## src/rtl/mem_responder.sv

```systemverilog
// ============================================================================
// mem_responder
//
// Multicycle memory target for the control FSM. It answers the mem_read /
// mem_write strobes with a single unified instruction/data word store that is
// addressed by the datapath's IorD-muxed address bus.
//
// A request seen in IDLE is latched (address, write data, iord, operation).
// The block then spends WAIT_CYCLES wait states in WAIT and performs the
// access in RESP. The read data register, the completion pulse and the error
// pulse are all registered at the RESP exit edge. They are therefore visible
// together in the cycle after RESP.
//
// Handshake: accepting at edge N makes mem_ready high in the cycle that follows
// edge N+WAIT_CYCLES+1. The requester drops its strobe when it sees mem_ready,
// so the block ignores a request during the mem_ready cycle itself. This also
// guarantees at least one IDLE cycle between transactions. A strobe that is
// still high in the following IDLE cycle starts a new transaction.
//
// Optional feature (macro MEM_ADDR_CHECK_EN):
//   defined   - a latched address >= DEPTH faults. The response carries
//               err=1, a write is dropped and a read returns 0. The access
//               counters still advance.
//   undefined - err is constant 0 and the address wraps modulo DEPTH.
//
// Parameters:
//   DATA_W      word width
//   ADDR_W      word-address bus width
//   IDX_W       storage index width, DEPTH = 2**IDX_W
//   WAIT_CYCLES wait states between accept and response (0..15)
//
// Ports:
//   clk        rising-edge clock
//   reset      asynchronous active-low reset
//   mem_read   read request level
//   mem_write  write request level (wins when both strobes are high)
//   iord       0 = instruction fetch, 1 = data access
//   addr       word address
//   wdata      write data
//   rdata      read data, valid with mem_ready and held afterwards
//   mem_ready  one-cycle completion pulse
//   busy       transaction in progress (WAIT or RESP)
//   err        address-fault pulse coincident with mem_ready
//   fetch_cnt  completed reads with iord=0 (wrapping)
//   data_cnt   completed accesses with iord=1 (wrapping)
// ============================================================================
module mem_responder #(
    parameter int DATA_W      = 16,
    parameter int ADDR_W      = 16,
    parameter int IDX_W       = 8,
    parameter int WAIT_CYCLES = 2
) (
    input  logic              clk,
    input  logic              reset,
    input  logic              mem_read,
    input  logic              mem_write,
    input  logic              iord,
    input  logic [ADDR_W-1:0] addr,
    input  logic [DATA_W-1:0] wdata,
    output logic [DATA_W-1:0] rdata,
    output logic              mem_ready,
    output logic              busy,
    output logic              err,
    output logic [15:0]       fetch_cnt,
    output logic [15:0]       data_cnt
);

    localparam int DEPTH = 2 ** IDX_W;

    // The WAIT countdown ends on zero, so the counter is loaded with one less
    // than the number of wait states.
    localparam logic [3:0] WAIT_LOAD = (WAIT_CYCLES > 0) ? 4'(WAIT_CYCLES - 1) : 4'd0;

    typedef enum logic [1:0] {
        IDLE,
        WAIT,
        RESP
    } state_t;

    state_t            state;
    state_t            next_state;
    logic [3:0]        wait_cnt;
    logic [3:0]        wait_cnt_next;

    logic [ADDR_W-1:0] lat_addr;
    logic [DATA_W-1:0] lat_wdata;
    logic              lat_iord;
    logic              lat_write;

    logic              accept;
    logic [IDX_W-1:0]  lat_idx;
    logic              addr_fault;
    logic              mem_we;
    logic              err_q;

    logic [DATA_W-1:0] mem [DEPTH];

    // While mem_ready is high the requester has not yet had a chance to drop
    // its strobe, so a request in that cycle is not a new one.
    assign accept  = (state == IDLE) && !mem_ready && (mem_read || mem_write);
    assign lat_idx = lat_addr[IDX_W-1:0];
    assign busy    = (state != IDLE);

`ifdef MEM_ADDR_CHECK_EN
    // Any set bit above the index field means the address is beyond DEPTH.
    assign addr_fault = |(lat_addr >> IDX_W);
`else
    // The upper address bits are deliberately dropped, so the address wraps.
    logic addr_hi_unused;
    assign addr_hi_unused = |(lat_addr >> IDX_W);
    assign addr_fault     = 1'b0;
`endif

    assign err    = err_q;
    assign mem_we = (state == RESP) && lat_write && !addr_fault;

    // Next-state logic and the wait-state countdown.
    always_comb begin
        next_state    = state;
        wait_cnt_next = wait_cnt;
        case (state)
            IDLE: begin
                if (accept) begin
                    if (WAIT_CYCLES > 0) begin
                        next_state    = WAIT;
                        wait_cnt_next = WAIT_LOAD;
                    end else begin
                        next_state = RESP;
                    end
                end
            end
            WAIT: begin
                if (wait_cnt == 4'd0) begin
                    next_state = RESP;
                end else begin
                    wait_cnt_next = wait_cnt - 4'd1;
                end
            end
            RESP: begin
                next_state = IDLE;
            end
            default: begin
                next_state    = IDLE;
                wait_cnt_next = 4'd0;
            end
        endcase
    end

    // State register, request latch, response registers and access counters.
    // Every response output is updated at the RESP exit edge. A reset during
    // a transaction therefore leaves no trace: no pulse and no counter update.
    always_ff @(posedge clk or negedge reset) begin
        if (!reset) begin
            state     <= IDLE;
            wait_cnt  <= 4'd0;
            lat_addr  <= '0;
            lat_wdata <= '0;
            lat_iord  <= 1'b0;
            lat_write <= 1'b0;
            rdata     <= '0;
            mem_ready <= 1'b0;
            err_q     <= 1'b0;
            fetch_cnt <= 16'd0;
            data_cnt  <= 16'd0;
        end else begin
            state     <= next_state;
            wait_cnt  <= wait_cnt_next;
            mem_ready <= (state == RESP);
            err_q     <= (state == RESP) && addr_fault;

            if (accept) begin
                lat_addr  <= addr;
                lat_wdata <= wdata;
                lat_iord  <= iord;
                lat_write <= mem_write;
            end

            if (state == RESP) begin
                if (!lat_write) begin
                    rdata <= addr_fault ? '0 : mem[lat_idx];
                end
                if (lat_iord) begin
                    data_cnt <= data_cnt + 16'd1;
                end else if (!lat_write) begin
                    fetch_cnt <= fetch_cnt + 16'd1;
                end
            end
        end
    end

    // Storage array. It has no reset, so its contents survive a reset.
    always_ff @(posedge clk) begin
        if (mem_we) begin
            mem[lat_idx] <= lat_wdata;
        end
    end

endmodule

```

## config.mk

```make
export PLATFORM = sky130hd
export DESIGN_NAME = mem_responder
export DESIGN_NICKNAME = d
export VERILOG_FILES = /design/src/rtl/mem_responder.sv
export SDC_FILE = /design/constraint.sdc
export NUM_CORES = 2
export LEC_CHECK = 0
export BUFFER_PORTS_ARGS = -buffer_cell sky130_fd_sc_hd__buf_2
export CAP_MARGIN = 30
export CORE_MARGIN = 3
export CORE_UTILIZATION = 57
export CTS_CLUSTER_DIAMETER = 50
export DETAILED_ROUTE_END_ITERATION = 8
export PLACE_DENSITY_LB_ADDON = 0.3
export SYNTH_ARGS = -nofsm -noshare
export SYNTH_HDL_FRONTEND = slang
export SYNTH_SLANG_ARGS = --single-unit
```

## constraint.sdc

```tcl
create_clock -name clk -period 3.6 [get_ports clk]
set_input_delay 0.18 -clock clk [delete_from_list [all_inputs] [get_ports clk]]
set_output_delay 0.18 -clock clk [all_outputs]
set_load 0.005 [all_outputs]
```

Word level (Yosys, flattened, before mapping)
Memory sizes are Yosys's and may differ from the RTL's. A register that Yosys moved wholly into a read port is not among the register bits. Index checks and enable logic that the tools add are counted.

Equality and inequality tests: 5. $add $sub $neg: 3. Muxes and demuxes: 8. Bitwise operators: 3. Reduce and logical (&&, ||, !) cells: 14.

Operators by type and width (count): $add A16 B1 Y16 const B (2); $pmux W4 S3 (1); $mux W4 (2); $ne A2 B2 Y1 const B (3); $reduce_and A2 Y1 (3); $reduce_and A3 Y1 (2); $logic_not A4 Y1 (1); $mux W2 (2); $pmux W2 S2 (1); $sub A4 B1 Y4 const B (1); $logic_and A1 B1 Y1 (3); $not A1 Y1 (3); $eq A2 B1 Y1 const B (1); $eq A2 B2 Y1 const B (1); $logic_not A1 Y1 (2); $logic_not A2 Y1 (1); $mux W1 (2); $reduce_bool A2 Y1 (1); $logic_or A1 B1 Y1 (1).

Output and inout port bits: 51. Input port bits: 37. Word-level logic and storage cells: 43. Register bits after elaboration: 65. Memory bits (writable): 4096. Memories: 1.

Memories: mem (depth 256, bits a word 16, rd ports 1, clocked after memory_dff 1, write ports 1, line 96) `logic [DATA_W-1:0] mem [DEPTH];`.

Logic depth before layout (Yosys ltp)
Depth in word-level cells: 5. Mapped depth: 13. Mapped depth without buffers: 8.

Worst setup path before layout
No wires, ideal clock.

Path type: flip-flop to flip-flop. Start point: reg lat_wdata[0]. End point: mem mem[0][0] (data pin). Setup time: 803 ps. Path buffers: 0. Arrival time: 3181 ps. Setup slack: -384 ps. Cell stages (with the launch flop): 1. Required time: 2797 ps. Clock period less this slack: 3984 ps. Path through: dfrtp_1.

RTL lines: from (decl) (line 86) `logic [DATA_W-1:0] lat_wdata;`; from (signal assigned) (line 173) `lat_wdata <= wdata;`; to (decl) (line 96).

No word-level cell before the write port.

Worst setup path in the final report
Start point: reg lat_addr[2]. End point: mem mem[107][11], enable pin.

RTL lines: from (decl) (line 85) `logic [ADDR_W-1:0] lat_addr;`; from (signal assigned) (line 172) `lat_addr <= addr;`.

No word-level cell before the write port.

==> reports/metrics.cfg <==
[outcome]
status=complete, no violations

[synth]
ys_async_sr_fraction_pct=1.939
synthFlopType=edfxtp_1
syn_nets=7185
syn_inst=7145
synth_common_cells=edfxtp_1 (4096), mux4_2 (996), nor2_1 (308)
yosys-top-cells-area=edfxtp_1 (77%), mux4_2 (14%), mux2i_1 (1.6%), dfrtp_1 (1.3%), nor2_1 (0.72%)
synth_edf_count=4096
yosys.area.top_type=edfxtp_1
synth_area_per_cell_um2=22.35
yosysMostFrequentCell=edfxtp_1
synth-seq-cells=4177
synth_top_area_share_pct=77.01
ys_seq_area_share_pct=78.28
synth_cell_types=60
yosys_warnings=0
synth_area_um2=159700

[cts]
clockBufferDepth=4
cts_buffers=416
clkTransAtPathRegs_ps=60
cts.sinks=4177
root_buffer=clkbuf_16
insertion_delay_ps=940
postCtsSetupBuffers=0
cts_tree=yes
htreeDepth=5

[worst_hold_path]
holdCritStartpoint=mem_read
holdCritPathClass=input pin to flip-flop
min_path_cells=5
min_to=state[0]$_DFFE_PN0P_

[pwr]
power_density_nw_per_um2=835.0
seqPwrFrac_pct=41.1
pwr-share-clk_pct=28.2
p_sw_mw=49.24
intPower_mw=104.2
power.total_mw=153.5
netSwitchingFraction_pct=32.09
power_frac_comb_pct=30.7
ir_drop_mv=0.5856
p_leak_nw=58.80

[floorplan]
pin_count=88
core_um2=277700
start_util_pct=57.51
die_w_um=535.3
dieArea_um2=286600
rows=193
die_h_um=535.3

[timing]
setup_viol=0
fmax_mhz=280.3
hold_slack_ps=50.88
rsz0062_at_grt=false
tightest_slew_ps=1136
final.setup_skew_ps=64.22
period_needed_ps=3567
slew_headroom_pct=24.27
hold_viol_final=0
fin_crit_sh_pct=99.09
slew_viol_final=0

[finish]
final_cells=12040
fillers=17090
final_layout_size_suffix_gt1_share_pct=30.34
nets=8010
synthToLayoutAreaGrowth_pct=15.06
fin_area_um2=183800

[placed_design]
dpl.cell_count=11220
dpl_cell_area_um2=169700
port_buffers=78
gp_congestion=0.8918
dp_hpwl_um=248500

[route]
route.detailed.drc=0
wl_um=413200
first_iter_violations=11880
vias_per_cell=6.723
post_drt_wl_per_cell_um=34.33
detail-route-antenna-nets=0
num_vias=80920
first_pass_iters=6

[setup_path]
endpoint_kind=flip-flop
start_kind=flip-flop
arrival_ps=4130
ff2ff_setup_slack_ps=30
required_ps=4160
crit_fanout=16
path_class=flip-flop to flip-flop
r2r_cells=8
r2r_end=mem[107][11]$_DFFE_PP_
r2r-start=lat_addr[2]$_DFFE_PN0P_

[grt]
grt_max_degree=170
grt_usage_pct=28.97
gr-total-overflow=0
grt_pass1_vias=81210
antenna_found_initial=27
grt_pass1_wl_um=593600

[flow_run]
cap_violations=0

cells by family after synthesis:
| kind of cell | Yosys count | synth area share [%] |
|---|---|---|
| xor+xnor | 30 | 0.1645 |
| mux | 1286 | 15.89 |
| other cells | 1 | 0.002348 |
| flops | 4177 | 78.28 |
| simple gates | 640 | 1.801 |
| fa+ha+maj | 3 | 0.02351 |
| compound gates | 577 | 2.541 |
| buf+inv | 431 | 1.290 |
worst max path at each step:
stage / from / to / slack [ps] / cells past startpoint
4_1_cts: lat_addr[0]$_DFFE_PN0P_ / rdata[10]$_DFFE_PN0P_ / 10 / 10
5_1_grt: lat_addr[0]$_DFFE_PN0P_ / rdata[7]$_DFFE_PN0P_ / 10 / 8
3_3_place_gp: lat_addr[1]$_DFFE_PN0P_ / rdata[4]$_DFFE_PN0P_ / -100 / 11
3_5_place_dp: lat_addr[1]$_DFFE_PN0P_ / rdata[4]$_DFFE_PN0P_ / -70 / 11
6_report: lat_addr[2]$_DFFE_PN0P_ / mem[107][11]$_DFFE_PP_ / 30 / 8
2_1_floorplan: lat_addr[0]$_DFFE_PN0P_ / mem[147][0]$_DFFE_PP_ / -190 / 9
cells in the final DEF, fill, tap and decap left out, types with 18 or more instances in the layout:
cell,instances
clkinv_1,74
mux4_2,996
clkbuf_16,425
nor2_1,298
dlygate4sd3_1,33
bufinv_16,44
dfrtp_1,59
diode_2,19
buf_4,613
nor3_2,18
mux2i_1,251
nand3_1,60
nor3_1,48
clkinvlp_4,22
nand2_1,84
buf_12,101
edfxtp_1,4096
o21ai_0,24
buf_2,77
a21oi_1,59
o22ai_1,176
o22a_1,35
clkbuf_1,78
xnor2_1,23
mux2_2,39
nand4_1,30
dfrtp_4,21
clkinv_2,71
o221ai_1,33
a22oi_1,135
power by group through the flow:
| stage | sequential [mW] | combinational (mW) | clock (mW) |
|---|---|---|---|
| global placement | 64.3 | 45.0 | 0 |
| global route | 63.2 | 48.9 | 45.5 |
| CTS | 63.3 | 46.4 | 43.7 |
| floorplan | 66.3 | 23.9 | 0 |
| detailed placement | 64.4 | 46.0 | 0 |
| finish | 63.1 | 47.0 | 43.3 |
layer usage:
layer	vias to the layer above	wire length, um	part of all wire [%]	GRT usage (%)
met5	-	45	0.011	0
met4	8	22690	5.5	13.56
li1	32040	-	-	-
met2	5420	196700	48	44.83
met1	42470	146500	35	39.99
met3	979	47240	11	6.416
metrics by stage:
step | worst slack (ps) | TNS [ps] | util [%]
after floorplan | -188.3 | -5108 | -
after global placement | -100.2 | -135.8 | 61.07
after detailed placement | -74.14 | -146.8 | 61.09
after CTS | 10.82 | 0 | 66.13
after global routing | 11.30 | 0 | 66.16
final | 32.82 | 0 | 66.17
layout make-up:
cell class	count	area (um2)	area share [%]
multi-input combinational	2537	32860	17.88
tap	3705	4636	2.523
antenna	19	47.55	0.02587
clock buffer	509	11010	5.992
clock inverter	252	2624	1.428
sequential	4177	125100	68.08
inverter	9	33.78	0.01838
timing repair buffer	829	7448	4.053
state kept, by name, summed over array words and instances, names as in the netlist, 2 cells and up:
signal	cells
data_cnt	16
fetch_cnt	16
lat_addr	8
lat_wdata	16
mem	4096
rdata	16
state	2
wait_cnt	4
what timing repair did:
| action | 4_1_cts | 5_1_grt |
|---|---|---|
| setup endpoints to repair | 4 | 4 |
| hold buffers | 33 | 0 |
| gates resized for setup | 4 | 4 |
| hold endpoints to repair | 107 | 0 |
critical path: stages (launching register included):
cell      delay [ps]
dfrtp_4          640
buf_12           230
buf_4            220
nand2b_1         370
nor2_1           220
nand2_2          570
buf_4            430
nor2_1           140
buf_4            330
(Power assumes the default switching activity.)
